### src/rtl/hood_pkg.sv
// Shared hood definitions: mode encodings and default timed-state durations.
// Reused by the scheduler, display and lighting blocks.
package hood_pkg;

   typedef enum logic [2:0] {
      MODE_STANDBY   = 3'b000,
      MODE_LEVEL1    = 3'b001,
      MODE_LEVEL2    = 3'b010,
      MODE_HURRICANE = 3'b011,
      MODE_CLEAN     = 3'b100,
      MODE_DRAIN     = 3'b101
   } mode_e;

   localparam int unsigned DEF_HURRICANE_SEC = 60;
   localparam int unsigned DEF_DRAIN_SEC     = 60;
   localparam int unsigned DEF_CLEAN_SEC     = 180;

   function automatic logic is_timed(input mode_e m);
      return (m == MODE_HURRICANE) || (m == MODE_DRAIN) || (m == MODE_CLEAN);
   endfunction

   function automatic logic is_running(input mode_e m);
      return (m == MODE_LEVEL1) || (m == MODE_LEVEL2) || (m == MODE_HURRICANE);
   endfunction

endpackage

### src/rtl/mmss_down_counter.sv
// mm:ss countdown register with load, decrement-with-borrow, zero and
// last-second flags.
module mmss_down_counter (
   input  logic       clk_1hz,
   input  logic       rst,
   input  logic       load_i,
   input  logic [5:0] load_min_i,
   input  logic [5:0] load_sec_i,
   input  logic       dec_i,
   output logic [5:0] min_o,
   output logic [5:0] sec_o,
   output logic       zero_o,
   output logic       last_o
);

   logic [5:0] min_q, sec_q;

   always_ff @(posedge clk_1hz or negedge rst) begin
      if (!rst) begin
         min_q <= '0;
         sec_q <= '0;
      end else if (load_i) begin
         min_q <= load_min_i;
         sec_q <= load_sec_i;
      end else if (dec_i && !zero_o) begin
         if (sec_q == 6'd0) begin
            min_q <= min_q - 6'd1;
            sec_q <= 6'd59;
         end else begin
            sec_q <= sec_q - 6'd1;
         end
      end
   end

   assign min_o  = min_q;
   assign sec_o  = sec_q;
   assign zero_o = (min_q == 6'd0) && (sec_q == 6'd0);
   assign last_o = (min_q == 6'd0) && (sec_q == 6'd1);

endmodule

### src/rtl/hood_mode_scheduler.sv
// Range-hood mode scheduler: prioritised request handling, timed states
// with mm:ss countdown, cumulative fan run time and self-clean pulse.
module hood_mode_scheduler
   import hood_pkg::*;
#(
   parameter int unsigned HURRICANE_SEC = DEF_HURRICANE_SEC,
   parameter int unsigned DRAIN_SEC     = DEF_DRAIN_SEC,
   parameter int unsigned CLEAN_SEC     = DEF_CLEAN_SEC
) (
   input  logic       clk_1hz,
   input  logic       rst,
   input  logic       req_standby,
   input  logic       req_l1,
   input  logic       req_l2,
   input  logic       req_l3,
   input  logic       req_clean,
   output logic [2:0] mode_state,
   output logic [5:0] cd_min,
   output logic [5:0] cd_sec,
   output logic [5:0] cum_min,
   output logic [5:0] cum_sec,
   output logic       hurricane_used,
   output logic       clean_done
);

   localparam logic [5:0] H_MIN = 6'(HURRICANE_SEC / 60);
   localparam logic [5:0] H_SEC = 6'(HURRICANE_SEC % 60);
   localparam logic [5:0] D_MIN = 6'(DRAIN_SEC / 60);
   localparam logic [5:0] D_SEC = 6'(DRAIN_SEC % 60);
   localparam logic [5:0] C_MIN = 6'(CLEAN_SEC / 60);
   localparam logic [5:0] C_SEC = 6'(CLEAN_SEC % 60);

   mode_e      state_q, state_d;
   logic       used_q, done_q;
   logic [5:0] cum_min_q, cum_sec_q;
   logic       cd_zero, cd_last;
   logic       cnt_load, cnt_dec;
   logic [5:0] ld_min, ld_sec;

   // Only the highest-priority active request is evaluated; if it is
   // ignored in the current mode, lower requests do not get a turn.
   always_comb begin
      state_d = state_q;
      case (state_q)
         MODE_STANDBY: begin
            if (req_standby)    state_d = MODE_STANDBY;
            else if (req_clean) state_d = MODE_CLEAN;
            else if (req_l3)    state_d = used_q ? MODE_STANDBY : MODE_HURRICANE;
            else if (req_l2)    state_d = MODE_LEVEL2;
            else if (req_l1)    state_d = MODE_LEVEL1;
         end
         MODE_LEVEL1, MODE_LEVEL2: begin
            if (req_standby)    state_d = MODE_STANDBY;
            else if (req_clean) state_d = state_q;
            else if (req_l3)    state_d = used_q ? state_q : MODE_HURRICANE;
            else if (req_l2)    state_d = MODE_LEVEL2;
            else if (req_l1)    state_d = MODE_LEVEL1;
         end
         MODE_HURRICANE: begin
            if (cd_last)          state_d = MODE_LEVEL2;
            else if (req_standby) state_d = MODE_DRAIN;
         end
         MODE_DRAIN, MODE_CLEAN: begin
            if (cd_last) state_d = MODE_STANDBY;
         end
         default: state_d = MODE_STANDBY;
      endcase
   end

   // Any edge whose next state is untimed forces the countdown to 00:00.
   always_comb begin
      ld_min   = '0;
      ld_sec   = '0;
      cnt_load = 1'b0;
      cnt_dec  = 1'b0;
      if (!is_timed(state_d)) begin
         cnt_load = 1'b1;
      end else if (state_d != state_q) begin
         cnt_load = 1'b1;
         case (state_d)
            MODE_HURRICANE: begin ld_min = H_MIN; ld_sec = H_SEC; end
            MODE_DRAIN:     begin ld_min = D_MIN; ld_sec = D_SEC; end
            default:        begin ld_min = C_MIN; ld_sec = C_SEC; end
         endcase
      end else begin
         cnt_dec = !cd_zero;
      end
   end

   mmss_down_counter u_cd (
      .clk_1hz    (clk_1hz),
      .rst        (rst),
      .load_i     (cnt_load),
      .load_min_i (ld_min),
      .load_sec_i (ld_sec),
      .dec_i      (cnt_dec),
      .min_o      (cd_min),
      .sec_o      (cd_sec),
      .zero_o     (cd_zero),
      .last_o     (cd_last)
   );

   always_ff @(posedge clk_1hz or negedge rst) begin
      if (!rst) begin
         state_q   <= MODE_STANDBY;
         used_q    <= 1'b0;
         done_q    <= 1'b0;
         cum_min_q <= '0;
         cum_sec_q <= '0;
      end else begin
         state_q <= state_d;
         if (state_d == MODE_HURRICANE && state_q != MODE_HURRICANE)
            used_q <= 1'b1;
         done_q <= (state_q == MODE_CLEAN) && cd_last;
         if ((state_q == MODE_CLEAN) && cd_last) begin
            cum_min_q <= '0;
            cum_sec_q <= '0;
         end else if (is_running(state_q)) begin
            if (cum_sec_q == 6'd59) begin
               cum_sec_q <= '0;
               cum_min_q <= (cum_min_q == 6'd59) ? 6'd0 : cum_min_q + 6'd1;
            end else begin
               cum_sec_q <= cum_sec_q + 6'd1;
            end
         end
      end
   end

   assign mode_state     = state_q;
   assign hurricane_used = used_q;
   assign clean_done     = done_q;
   assign cum_min        = cum_min_q;
   assign cum_sec        = cum_sec_q;

endmodule
### config.mk
export PLATFORM = sky130hd
export DESIGN_NAME = hood_mode_scheduler
export DESIGN_NICKNAME = d
export VERILOG_FILES = /design/src/rtl/hood_pkg.sv /design/src/rtl/mmss_down_counter.sv /design/src/rtl/hood_mode_scheduler.sv
export SDC_FILE = /design/constraint.sdc
export NUM_CORES = 1
export LEC_CHECK = 0
export BUFFER_PORTS_ARGS = -buffer_cell sky130_fd_sc_hd__buf_2
export CAP_MARGIN = 5
export CORE_ASPECT_RATIO = 1.25
export CORE_MARGIN = 8
export CORE_UTILIZATION = 30
export DETAILED_ROUTE_END_ITERATION = 10
export PLACE_DENSITY = 0.59
export SYNTH_ARGS = -nofsm -noshare
export SYNTH_HDL_FRONTEND = slang
export SYNTH_SLANG_ARGS = --single-unit
### constraint.sdc
create_clock -name clk_1hz -period 4.3 [get_ports clk_1hz]
set_input_delay 0.86 -clock clk_1hz [delete_from_list [all_inputs] [get_ports clk_1hz]]
set_output_delay 0.86 -clock clk_1hz [all_outputs]
set_load 0.05 [all_outputs]
# Yosys cells after proc, flatten, opt, wreduce, memory -nomap -nowiden
# Cells that the tools add are included.
# totals
ff_bits	29
inputBits	7
output_inout_bits	29
word_cells	80
# classes
addsub	4
n_eq_ne	13
muxes	34
n_reduce_logical	22
# op_table
cell	count
$mux 6	13
$mux 3	12
$add 6x1->6 const B	2
$eq 3x3->1 const B	4
$eq 6x6->1 const B	2
$logic_not 6->1	2
$pmux 3 s4	1
$sub 6x1->6 const B	2
$eq 3x2->1 const B	3
$mux 2	4
$reduce_bool 2->1	4
$eq 6x1->1 const B	1
$reduce_or 2->1	3
$logic_and 1x1->1	5
$logic_or 1x1->1	4
$mux 1	4
$reduce_and 2->1	2
$eq 3x1->1 const B	1
$logic_not 3->1	1
$ne 3x2->1 const B	1
$ne 3x3->1	1
$logic_not 1->1	1

# Depth between registers and ports, before layout
# Gate-level depths: netlist of run 1.
# logic_depth
word_depth	13
ltp_mapped	9
depth_no_buf	8

# By module
# Synthesis of run 1 repeated with hierarchy kept, for this count alone.
# hier_totals
hier_cells	209
hier_area_um2	1949.4
# by_module_without_submodules
module	n_inst	cells_per_inst	area_each_um2
hood_mode_scheduler	1	111	1096.1
mmss_down_counter	1	98	853.3

# Worst setup path before layout of run 1
# Ideal clock, no wire load.
# synth_timing
path_kind	register -> register
from	register u_cd.min_q[0], in the netlist u_cd.min_o[0]
to	register u_cd.sec_q[5], in the netlist u_cd.sec_o[5]
setup_time_ns	0.096
arrival_ns	2.166
setup_slack_ns	2.038
stages_incl_launch_ff	10
path_buffers	1
period_less_slack_ns	2.262
cell_sequence	dfrtp_1 -> inv_1 -> ha_1 -> nor2b_1 -> and4_1 -> o21ai_0 -> a21o_1 -> nand3_2 -> buf_6 -> a311oi_2
# synth_between
elab_chain_len	10
word_cells_on_any_way	20
classes_between	eq/ne: 4; mux: 8; reduce/logical: 8
# synth_lines
element	line_no	text
start, declared	mmss_down_counter.sv:16	logic [5:0] min_q, sec_q;
start signal, assigned	mmss_down_counter.sv:23	min_q <= load_min_i;
start signal, assigned	mmss_down_counter.sv:27	min_q <= min_q - 6'd1;
$logic_not 6->1 *	mmss_down_counter.sv:38	assign last_o = (min_q == 6'd0) && (sec_q == 6'd1);
$logic_and 1x1->1 *	mmss_down_counter.sv:38	
$mux 3 (on tied branches)	hood_mode_scheduler.sv:64, hood_mode_scheduler.sv:60	
$pmux 3 s4 *	hood_mode_scheduler.sv:44	case (state_q)
net state_d[2]	hood_mode_scheduler.sv:33	mode_e state_q, state_d;
$eq 3x2->1 or $eq 3x3->1 (tied branches)	hood_pkg.sv:19	return (m == MODE_HURRICANE) || (m == MODE_DRAIN) || (m == MODE_CLEAN);
$logic_or 1x1->1 (2 in series)	hood_pkg.sv:19	
$mux 1	hood_mode_scheduler.sv:76	if (!is_timed(state_d)) begin
$logic_and 1x1->1	mmss_down_counter.sv:25	end else if (dec_i && !zero_o) begin
$reduce_bool 2->1 (no line)	n/a	
end signal, assigned	mmss_down_counter.sv:24	sec_q <= load_sec_i;
end signal, assigned	mmss_down_counter.sv:30	sec_q <= sec_q - 6'd1;
end, declared	mmss_down_counter.sv:16	
# Mark *: on every way through the listed nets, which the timed path passes. The rest lies on a longest branch.
# A chain may end at the register's enable or synchronous reset.

# Final worst setup path of run 1
# layout_timing
from	input port req_l3
to	register u_cd.sec_q[5], in the netlist u_cd.sec_o[5]
# layout_between
elab_chain_len	10
word_cells_on_any_way	20
classes_between	eq/ne: 4; mux: 12; reduce/logical: 4
# layout_lines
element	line_no	text
start, declared	hood_mode_scheduler.sv:15	input logic req_l3,
$mux 3 (on tied branches)	hood_mode_scheduler.sv:55, hood_mode_scheduler.sv:48	
$mux 3 (on tied branches)	hood_mode_scheduler.sv:54, hood_mode_scheduler.sv:47	
$mux 3 (on tied branches)	hood_mode_scheduler.sv:53, hood_mode_scheduler.sv:46	
$pmux 3 s4 *	hood_mode_scheduler.sv:44	
$eq 3x2->1 or $eq 3x3->1 (tied branches)	hood_pkg.sv:19	
$logic_or 1x1->1 (2 in series)	hood_pkg.sv:19	
$mux 1	hood_mode_scheduler.sv:76	
$logic_and 1x1->1	mmss_down_counter.sv:25	
$reduce_bool 2->1 (no line)	n/a	
# Mark *: on every way between the ends. The rest lies on a longest branch, timed or not.

==> impl_results.md, run 1 <==
* Max Clk Rate at roughly 0.44 GHz
* Clock Path Buffers at 2
* LEAKAGE at around 0.00096 uW
* Synthesized flop and latch total at 29
* Final core occ at 36.3%
* Post-Syn Nets at ~200
* Port Buffers at 35
* DR vias/cell at roughly 5.1
* Crit path kind: primary input to register
* Area after DPL at 0.00200 mm^2
* DRC Markers at 0
* Relative slew slack at between 50% and 60%
* Worst skew pair latency at around 0.28 ns
* Largest net degree at the start of global routing at 30
* Antenna fix cells at 0
* Pwr Density at roughly 810 mW/mm^2
* Post-DP HPWL at 3.11 mm
* Core area at between 0.005 and 0.006 mm^2
* # resized after CTS at 0
* Least-Margin Pin Slew at between 0.6 and 0.7 ns
* Share of layout cells above drive strength 1 at between 20% and 30%
* Post-synthesis cell count at 189
* Gpl congestion at around 0.79
* Fin crit period at around 2.3 ns
* Register area at 726 um^2
* Critical Path, Cell by Cell: buf_2, or2_2, o32ai_2, or2_2, o22a_1, nand3_2, a311oi_2
* Final Skew at 0.0118 ns
* Status: finished, final reports clean
* TritonCTS clock tree: yes
* Max VDD drop at 307 uV
* Initial DRT Pass Iterations at 4
* Met2 wire len at 2.03 mm
* Asr flop ratio synth at between 90% and 100%
* Final #Nets at between 200 and 250
* TNS Setup at 0 ns
* Clock root cell: clkbuf_8
* Die area at about 0.0086 mm^2
* DRT iter0 DRCs at ~60
* Wire per inst at approximately 14 um
* Setup-failing EPs final at 0
* # hold bufs at CTS at 0
* Fin crit share at between 50% and 60%
* Count of cell types in the netlist at 46
* Die Wd at 84.8 um
* Total CTS buffers at 5
* Final wirelength at just over 4 mm
* Global Route Usage Sum at around 10%
* Final hold violations at 0
* Slowest stage delay, CP at slightly below 0.3 ns
* Metal-1 WL at around 1.8 mm
* Hold/Removal Path Class: register to register
* Cell row count at 31
* Routed Antenna Nets at 0
* Number of synthesized flops with an enable pin at 0
* Fillers at a little over 600
* Total number of vias at roughly 1500
* Max cap viols at 0
* CP Capture Type: register
* Post-CTS setup buffers at 0
* Worst Path Required at 4.49 ns
* Mean Syn Cell Area at 9.39 um^2
* Htree depth at 2
* CP Max Fanout at 11
* Most frequent CP cell: or2_2
* Clock transition at the registers of the reported paths at approximately 0.07 ns
* Startpoint Class: primary input
* Crit path DAT at 2.46 ns
* Dpl ws at 1.73 ns
* Met3 routed WL at ~210 um
* Setup ws final at 2.03 ns
* Multi-input gate area at roughly 1000 um^2
* Ys flop type: dfrtp_1
* Ports at 36
* Y dimension of the die at 102 um
* Synth Warn # at 0
* Initial antenna violation count at 0
* Starting Density at 30.9%
* Post-synthesis cell area at about 0.0018 mm^2
* Final Max Slew Viols at 0
* Unrepaired setup endpoints after global routing: false
* Register area share after synthesis at 40.9%
* Global-route wire length before repair at approximately 7.1 mm
* Top routing layer in use: met4
* Sink Count at 29
* Cell area after layout at 0.00208 mm^2
* Synth-to-Final Area Change at 17.4%
* Number of global-route vias before repair at about 1600
* GRT overflow at 0
* Critical-path top delay cell: o32ai_2
==> cell families after synthesis <==
group           after synthesis  synth area share (%)
buf+inv                      11                  3.46
xor+xnor                     11                  5.43
fa+ha+maj                     7                  4.94
compound gates               47                  20.1
simple gates                 84                  25.2
flops                        29                  40.9
==> placed cells by master (no fill, tap or decap), drive strengths merged, types with 3 or more instances in the layout <==
cell type  count
buf           35
xnor2          6
nor2          24
or2            4
clkbuf         5
inv            7
a211oi         3
nor3           3
nor2b          6
nand2b         4
dfrtp         29
ha             7
nor4           3
xor2           5
nand2         19
nand4          5
o21ai         16
a2bb2oi        4
nand3          6
a21oi          9
==> metrics by stage <==
step / power (uW) / hold slack [ns] / std cells
after global placement: 1470 / 0.490 / 286
after global routing: 1830 / 0.550 / 294
after CTS: 1710 / 0.509 / 294
after floorplan: 1280 / 0.564 / 189
after detailed placement: 1480 / 0.496 / 286
final: 1690 / 0.512 / 294
==> state kept, by name (all words and copies together), names as in the netlist <==
name	count
cum_min	6
cum_sec	6
u_cd.min_o	6
u_cd.sec_o	6
mode_state	3
clean_done	1
hurricane_used	1
==> cells in the mapped netlist, drive strengths merged (2+ instances only) <==
cell     number  area (um^2)
o22ai         2         25.0
o21ai        16         80.1
nor4          3         33.8
a21oi         9         45.0
inv           7         26.3
buf           4         35.0
ha            7         87.6
nor2b         6         37.5
a31oi         2         12.5
nand3b        2         15.0
o32ai         2         32.5
or2           4         25.0
nand2b        4         25.0
nor2         24         90.1
xor2          5         43.8
a21o          2         16.3
a2bb2oi       4         41.3
nor3          3         20.0
a211oi        3         37.5
nand3         6         35.0
dfrtp        29          726
xnor2         6         52.6
nand2        19         71.3
nand4         5         31.3
or3           2         12.5
==> cell type report <==
type                       instances  share of cell area [%]
clock buffer                       5                    3.30
multi-input combinational        149                    47.4
inverter                           7                    1.26
clock inverter                     3                   0.841
timing repair buffer              35                    8.41
tap                               66                    3.96
sequential                        29                    34.8
==> metal layers <==
layer | track usage [%] | up-vias
met4 | 5.08 | 0
met2 | 17.4 | 33
li1 | - | 752
met3 | 2.98 | 8
met1 | 11.3 | 708
met5 | 0 | -
==> report_power, final <==
group	switching (uW)	internal [uW]	total (uW)	leakage, uW
combinational	675	317	993	0.000533
clock	109	111	221	0.0000439
sequential	122	354	476	0.000386
total	907	783	1690	0.000963
==> critical path, delay by kind of cell <==
kind | cells | cell delay, ns
AND/OR/NAND/NOR | 3 | 0.72
buffers and inverters | 1 | 0.12
AO/OA/AOI/OAI | 3 | 0.74
==> final timing paths <==
path / startpoint / end / slack (ns) / depth (start not counted)
setup / recovery: req_l3 / u_cd.sec_o[5]$_DFFE_PN0P_ / 2.03 / 7
max in group asynchronous: rst / mode_state[0]$_DFF_PN0_ / 3.26 / 1
min in group asynchronous: rst / cum_min[2]$_DFFE_PN0P_ / 0.61 / 1
hold reg to reg: hurricane_used$_DFFE_PN0P_ / hurricane_used$_DFFE_PN0P_ / 0.51 / 1
setup reg to reg: u_cd.min_o[0]$_DFFE_PN0P_ / u_cd.sec_o[5]$_DFFE_PN0P_ / 2.04 / 8
hold / removal: hurricane_used$_DFFE_PN0P_ / hurricane_used$_DFFE_PN0P_ / 0.51 / 1
Note: power is estimated with default switching activity, not from simulation.
==> run 2: changes to the inputs <==
Settings changed: PLACE_DENSITY 0.59 to 0.61.
Clock period 4.3 ns to 1.9 ns, I/O delays scaled along.
==> run 2 against run 1 <==
Against the previous run: worst setup slack got worse by 2.0 ns; utilization increased by 6.3 points; cell area increased by 17%; hold slack worse by 0.38 ns; wire length rose by 7.9%; total power grew to 2.7 times the previous value; clock power increased to 2.6 times the previous value; die area stayed put; critical endpoint is now u_cd.min_o[1]$_DFFE_PN0P_.
==> impl_results.md, run 2 (synthesis gave the netlist of run 1 again) <==
* Largest net degree at the start of global routing at 30 (unchanged)
* Final wirelength at 4.43 mm (+7.9%)
* Initial antenna violation count at 0 (unchanged)
* Dpl ws at -0.0862 ns (-1.82 ns)
* Setup ws final at 0.00960 ns (-2.02 ns)
* Initial DRT Pass Iterations at 4 (unchanged)
* Final Non-Filler Cells at 331 (+13%)
* Sink Count at 29 (unchanged)
* Synth-to-Final Area Change at 37.7%
* Total CTS buffers at 5 (unchanged)
* LEAKAGE at 0.00116 uW (+20%)
* GRT overflow at 0 (unchanged)
* CP Max Fanout at 11 (unchanged)
* Multi-input gate area at 0.00103 mm^2 (+3.9%)
* Fillers at 599 (-1.6%)
* Unrepaired setup endpoints after global routing: true
* Final hold violations at 0 (unchanged)
* Register area at 737 um^2 (+1.6%)
* Wire per inst at 13.4 um (-4.2%)
* CP Capture Type: register
* Setup-failing EPs final at 0 (unchanged)
* Global-route wire length before repair at 7.68 mm (+7.5%)
* Die area at 0.00865 mm^2 (unchanged)
* Die Wd at 84.8 um (unchanged)
* Ports at 36 (unchanged)
* Clock transition at the registers of the reported paths at 0.06 ns (about the same)
* Relative slew slack at 55.4% (-0.69 points)
* Grt met2 use at 19.0% (+1.6 points)
* Worst skew pair latency at 0.28 ns (about the same)
* Final Skew at 0.00252 ns (-0.00927 ns)
* Clock root cell: clkbuf_8
* Routed Antenna Nets at 0 (unchanged)
* Starting Density at 30.9% (unchanged)
* Clk network pwr share at 12.5% (-0.6 points)
* Met3 GRT Util at 3.54% (+0.56 points)
* Hold/Removal Path Class: primary input to asynchronous set/reset pin
* Part of the power in registers at 21.9% (-6.3 points)
* Antenna fix cells at 0 (unchanged)
* Logic pwr share at 65.6% (+6.8 points)
* Dpl cells at 321 (+12%)
* Crit path DAT at 2.05 ns (-0.41 ns)
* DRT iter0 DRCs at 57 (-6.6%)
* Number of global-route vias before repair at 1665 (+7.3%)
* Cell area after layout at 0.00244 mm^2 (+17%)
* Least-Margin Pin Slew at 0.670 ns (+0.0104 ns)
* Total number of vias at 1643 (+9.5%)
* Share of layout cells above drive strength 1 at 43.8% (+17 points)
* Core area at 0.00574 mm^2 (unchanged)
* Gpl congestion at 0.838 (+6.6%)
* DR vias/cell at 4.96 (-2.8%)
* Area after DPL at 0.00229 mm^2 (+14%)
* Status: finished, final reports clean
* Fin crit share at 99.5%
* Int Pwr at 2330 uW (+200%)
* Final Max Slew Viols at 0 (unchanged)
* Y dimension of the die at 102 um (unchanged)
* Tot Pwr at 4530 uW (+170%)
* Worst Path Required at 2.06 ns (-2.43 ns)
* Htree depth at 2 (unchanged)
* NetSw at 2200 uW (+140%)
* Max Clk Rate at around 0.53 GHz
* Max VDD drop at 598 uV (+95%)
* Crit path kind: register to register
* TritonCTS clock tree: yes
* R2R cell count at 7 (-1)
* Startpoint Class: register
* Max cap viols at 0 (unchanged)
* Switching share of power at 48.5% (-5.1 points)
* Met1 GRT Util at 11.7% (+0.31 points)
* Fin crit period at about 1.9 ns
* Port Buffers at 35 (unchanged)
* Cell row count at 31 (unchanged)
* DRC Markers at 0 (unchanged)
* Most frequent cells in the layout: buf_2 (35), buf_4 (35), nor2_1 (24)
* Gr busiest metal: met2
* TNS Setup at 0 ns (unchanged)
* Pwr Density at 1850 mW/mm^2 (+130%)
* Post-DP HPWL at 3.41 mm (+9.5%)
* Final #Nets at 278 (+15%)
* Global Route Usage Sum at 11.0% (+0.82 points)
* Clock Path Buffers at 2 (unchanged)
-- run 2: repair_timing --
action | in CTS | in global routing
hold buffers | 0 | 0
endpoints found under the hold margin | 0 | 0
resized for setup | 3 | 7
pin swaps | 4 | 4
setup buffers | 1 | 1
endpoints found under the setup margin | 7 | 21
-- run 2: routing by layer --
metal  wire (um)  vias up
met1        1860      779
met3         258        9
met2        2200       31
met5           0        -
met4         112        0
li1            -      824
-- run 2: path summary, 6_finish.rpt --
check / start / endpoint / slack [ns]
worst max-delay path: u_cd.sec_o[5]$_DFFE_PN0P_ / u_cd.min_o[1]$_DFFE_PN0P_ / 0.01
worst min-delay path: rst / cum_min[1]$_DFFE_PN0P_ / 0.13
worst max register to register: u_cd.sec_o[5]$_DFFE_PN0P_ / u_cd.min_o[1]$_DFFE_PN0P_ / 0.01
worst min register to register: hurricane_used$_DFFE_PN0P_ / hurricane_used$_DFFE_PN0P_ / 0.50
max in group asynchronous: rst / u_cd.min_o[0]$_DFFE_PN0P_ / 1.29
min in group clk_1hz: hurricane_used$_DFFE_PN0P_ / hurricane_used$_DFFE_PN0P_ / 0.50
-- run 2: power groups by stage --
stage / clock network, uW / logic [uW] / registers [uW]
final: 565 / 2970 / 992
after global placement: 0 / 2870 / 1000
after detailed placement: 0 / 2880 / 1010
after floorplan: 0 / 1310 / 1630
after global routing: 605 / 3250 / 1030
after CTS: 583 / 2930 / 997
-- run 2: worst max-delay path: stages, from the launching register on --
cell	delay (ns)
dfrtp_2	0.43
nor4_4	0.38
a41oi_1	0.19
o22ai_2	0.18
a2bb2oi_2	0.18
nand3_2	0.11
buf_12	0.16
a2bb2oi_2	0.15
-- run 2: metrics by stage --
step	util (%)	hold WS, ns
floorplan	-	0.0844
global placement	39.8	0.446
detailed placement	39.8	0.453
CTS	41.9	0.146
global route	42.5	0.187
finish	42.5	0.133
-- run 2: final cells by class --
type / count / share of cell area, %
Clock buffer: 7 / 3.94
Clock inverter: 1 / 0.205
Inverter: 7 / 1.08
Multi-Input combinational cell: 149 / 42.0
Sequential cell: 29 / 30.2
Tap cell: 66 / 3.38
Timing Repair Buffer: 72 / 19.2
